<file path="config.mk">
export PLATFORM = sky130hd
export DESIGN_NAME = dco_bank
export DESIGN_NICKNAME = d
export VERILOG_FILES = /design/src/rtl/dco_bank.sv
export SDC_FILE = /design/constraint.sdc
export NUM_CORES = 1
export LEC_CHECK = 0
export ABC_AREA = 1
export CAP_MARGIN = 20
export CORE_UTILIZATION = 54
export CTS_CLUSTER_SIZE = 28
export DETAILED_ROUTE_END_ITERATION = 7
export GPL_ROUTABILITY_DRIVEN = 0
export PLACE_DENSITY = 0.87
export SETUP_SLACK_MARGIN = 0.4
export SLEW_MARGIN = 15
export SYNTH_ARGS = -nofsm -noshare
export SYNTH_HDL_FRONTEND = slang
export SYNTH_SLANG_ARGS = --single-unit
</file>
<file path="constraint.sdc">
create_clock -name i_clk -period 1.55 [get_ports i_clk]
set_input_delay 0.155 -clock i_clk [delete_from_list [all_inputs] [get_ports i_clk]]
set_output_delay 0.155 -clock i_clk [all_outputs]
set_load 0.02 [all_outputs]
</file>
<file path="src/rtl/dco_bank.sv">
// Bank of CHANNELS programmable digital oscillators (square wave or single-cycle pulse).
// Latency: outputs are registered; a terminal count shows on dco_out/tick one cycle after it is reached.
// Backpressure: none; i_ena low freezes every channel and config writes are accepted every cycle.
module dco_bank #(
  parameter int CHANNELS       = 4,
  parameter int CNT_W          = 8,
  parameter int DEFAULT_PERIOD = 50,
  localparam int CH_W          = (CHANNELS > 1) ? $clog2(CHANNELS) : 1
) (
  input  logic                i_clk,
  input  logic                i_rst_n,
  input  logic                i_ena,
  input  logic                i_cfg_we,
  input  logic [CH_W-1:0]     i_cfg_ch,
  input  logic [CNT_W-1:0]    i_cfg_period,
  input  logic                i_cfg_mode,
  input  logic                i_sync,
  output logic [CHANNELS-1:0] o_dco_out,
  output logic [CHANNELS-1:0] o_tick
);

  for (genvar g = 0; g < CHANNELS; g++) begin : g_ch
    logic [CNT_W-1:0] r_cnt;
    logic [CNT_W-1:0] r_period;
    logic             r_mode;
    logic             r_dco;
    logic             r_tick;

    logic w_wr;
    logic w_mode_chg;
    logic w_term;

    // An out-of-range channel index never matches any g, so such writes are dropped.
    assign w_wr       = i_cfg_we && (i_cfg_ch == CH_W'(g));
    assign w_mode_chg = w_wr && (i_cfg_mode != r_mode);
    // ">=" rather than "==" so a period lowered below the running count ends the phase at once.
    assign w_term     = (r_cnt >= r_period);

    // Per-channel config, counter and output state; the counter uses the period held before this edge.
    always_ff @(posedge i_clk) begin
      if (!i_rst_n) begin
        r_cnt    <= '0;
        r_period <= CNT_W'(DEFAULT_PERIOD);
        r_mode   <= 1'b0;
        r_dco    <= 1'b0;
        r_tick   <= 1'b0;
      end else begin
        if (w_wr) begin
          r_period <= i_cfg_period;
          r_mode   <= i_cfg_mode;
        end
        if (i_sync) begin
          r_cnt  <= '0;
          r_dco  <= 1'b0;
          r_tick <= 1'b0;
        end else if (!i_ena) begin
          r_tick <= 1'b0;
          if (w_mode_chg) begin
            r_dco <= 1'b0;
          end
        end else if (r_period == '0) begin
          r_cnt  <= '0;
          r_dco  <= 1'b0;
          r_tick <= 1'b0;
        end else if (w_term) begin
          r_cnt  <= '0;
          r_tick <= 1'b1;
          if (w_mode_chg) begin
            r_dco <= 1'b0;
          end else if (r_mode) begin
            r_dco <= 1'b1;
          end else begin
            r_dco <= ~r_dco;
          end
        end else begin
          r_cnt  <= r_cnt + CNT_W'(1);
          r_tick <= 1'b0;
          // Pulse mode is high only right after a terminal; a mode change always lands low.
          if (w_mode_chg || r_mode) begin
            r_dco <= 1'b0;
          end
        end
      end
    end

    assign o_dco_out[g] = r_dco;
    assign o_tick[g]    = r_tick;
  end

endmodule

</file>
==> impl_metrics.yaml <==
timing:
  slew_headroom: 0.7518
  max_freq_mhz: 572.8
  tightest_slew_ps: 371.0
  period_minus_slack_ps: 1746
  slew_viol_final: 0
  fin_setup_tns_ps: -1128
  rsz0062_at_grt: "true"
  fin_ws_ps: -195.8
  setup_viol: 19
  fin_skew_ps: 12.47
  min_period_over_period: 1.126
  final_hold_viol_count: 0
route:
  post_drt_wl_per_cell_um: 17.59
  via_count: 4730
  wirelength_met1_um: 5324
  drt_wl_total_um: 13840
  met3WireLength_um: 1180
  route.met2.wl_um: 6743
  viasPerCell: 6.010
  dr.pass1.iters: 5
  drc: 0
  antenna_left: 0
  routed.top_layer: "met4"
  drt-initial-drc-count: 386
synth:
  syn_area_per_cell_um2: 7.144
  netlist_instances: 596
  yosysUniqueCellTypes: 31
  yosys_register_bits: 76
  syn_nets: 648
  netlist_area_um2: 4258
  yosys_warnings: 0
  synth_seq_area_share: 0.3573
pwr:
  p_total_mw: 4.167
  leakage_nw: 2.520
  vdd_drop_max_v: 0.0004903
  power.density_nw_per_um2: 683.0
layout:
  layout.nets: 732
  final_core_util: 0.7936
  drive_gt1_frac: 0.4292
  n_antenna_cell: 0
  mostFrequentLayoutCells: "nand2_1 (92), buf_4 (66), inv_1 (50)"
  design_area_um2: 6101
  syn_to_final_growth_pct: 43.29
  layout_commonest_cell: "nand2_1"
floorplanning:
  rows: 32
  start_util: 0.5539
  die_x_um: 90.80
  die_area_um2: 8244
  die_y_um: 90.80
  core_um2: 7687
  pin_count: 24
cts:
  cts.path.max_buffers: 2
  clk_pin_slew_ps: 70
  worstSkewPairLatency_ps: 370
  cts_buffers: 9
  hold_buffers: 0
  cts_tree: "built"
  cts_sinks: 76
  root_buffer: "clkbuf_8"
  cts_max_level: 3
setup_path:
  cp.arrival_ps: 2020
  critical-path-top-delay-family: "simple AND/OR/NAND/NOR gates"
  cp.buffers_inverters: 0
  cp_slowest_stage_delay_ps: 430
  r2r_start: "g_ch[0].r_cnt[7]"
  required_ps: 1820
  start_kind: "flip-flop"
  worstPathMaxFanout: 3
  path_class: "reg -> reg"
  cp_slowest_cell: "dfxtp_1"
  crit_start: "g_ch[0].r_cnt[7]"
  cp_cell_sequence: "ha_4 > nand2_2 > nor2_2 > nor2_2 > nand3_2 > nor2_4 > nand3_2 > a21oi_1"
  crit_path_end_kind: "flip-flop"
global_routing:
  grt_usage: 0.3055
  first_global_vias: 4390
  grt-ovfl-total: 0
  grt_pass1_wl_um: 20070
  antenna_found_initial: 0
  grt_max_degree: 33
placement:
  dp_hpwl_um: 7747
  portBuffers: 23
  post_dp_cell_area_um2: 5064
  post-place-ws_ps: -58.18
flow_run:
  cap_violations: 0
run_status:
  status: "finished, violations left"
  violations: "setup timing"
min_path:
  hold_class: "in -> reg"
  holdCritStartpoint: "i_cfg_we"
[metal layers]
| layer | GRT usage | vias up |
|---|---|---|
| met3 | 0.06229 | 77 |
| li1 | - | 2119 |
| met2 | 0.5189 | 283 |
| met1 | 0.3556 | 2251 |
| met5 | 0 | - |
| met4 | 0.1772 | 0 |
[tightest hold or removal path, stage by stage]
cell and delay, ps:
dlymetal6s2s_1 200, nand3_1 130, a21oi_1 70
[cell type report]
cell class                      instances  area (um2)
Timing Repair Buffer                   93       760.7
Inverter                               81       324.1
Fill cell                             425        1587
Tap cell                              102       127.6
Clock inverter                          1       5.005
Multi-Input combinational cell        417        3099
Clock buffer                           15       186.4
Sequential cell                        76        1578
Timing Repair inverter                  2       20.02
[Yosys cell counts (all sizes together)]
| cell type | n | area (um2) |
|---|---|---|
| nand2 | 111 | 416.7 |
| ha | 36 | 450.4 |
| o21ai | 36 | 180.2 |
| a22oi | 2 | 15.01 |
| nand4 | 11 | 68.82 |
| nand3b | 5 | 37.54 |
| nor3 | 7 | 35.03 |
| or2 | 1 | 6.260 |
| a21oi | 71 | 355.3 |
| xor2 | 8 | 70.07 |
| o211ai | 9 | 67.56 |
| a21o | 1 | 7.510 |
| nor2 | 62 | 245.2 |
| nor3b | 3 | 27.52 |
| xnor2 | 9 | 78.83 |
| clkbuf | 10 | 37.54 |
| clkinv | 2 | 7.510 |
| nand3 | 41 | 210.2 |
| dfxtp | 76 | 1521 |
| inv | 79 | 296.5 |
| and2 | 1 | 6.260 |
| a211oi | 3 | 27.52 |
| buf | 12 | 88.83 |
[metrics by stage]
stage / cells / hold slack (ps)
after floorplan: 596 / 281.4
after global placement: 748 / 460.5
after detailed placement: 748 / 473.7
after CTS: 776 / 489.6
after global routing: 787 / 265.7
final: 787 / 244.3
[path summary, 6_finish.rpt]
kind | slack (ps) | depth (start not counted) | endpoint
max reg2reg | -200 | 8 | g_ch[0].r_cnt[5]
min | 240 | 3 | g_ch[0].r_mode
min reg2reg | 490 | 2 | g_ch[1].r_period[2]
max | -200 | 8 | g_ch[0].r_cnt[5]
[repair_timing]
item / in CTS / in global routing
cloned: 2 / 0
resized for setup: 106 / 106
setup endpoints to repair: 56 / 70
setup buffers: 10 / 11
pin swaps: 44 / 52
[report_power, final]
part	switching, mW	total, mW	internal, mW
logic	0.372	0.612	0.240
clock network	0.752	1.51	0.758
registers	0.0362	2.04	2.01
[registers in the layout (all words and copies together) (netlist names)]
name,cells
g_ch.r_tick,4
g_ch.r_dco,4
g_ch.r_period,32
g_ch.r_cnt,32
g_ch.r_mode,4
[cell families (layout without fill, tap and decap cells)]
kind of cell,after synthesis,in the layout,share of synthesized area
and+or+nand+nor,242,242,0.2474
xor gates and xnor gates,17,17,0.03497
DFF,76,76,0.3573
adders and majority gates,36,36,0.1058
AOI/OAI and AO/OA,122,122,0.1534
buffers and inverters,103,192,0.1011
No activity file was read; power rests on OpenSTA's default activity.
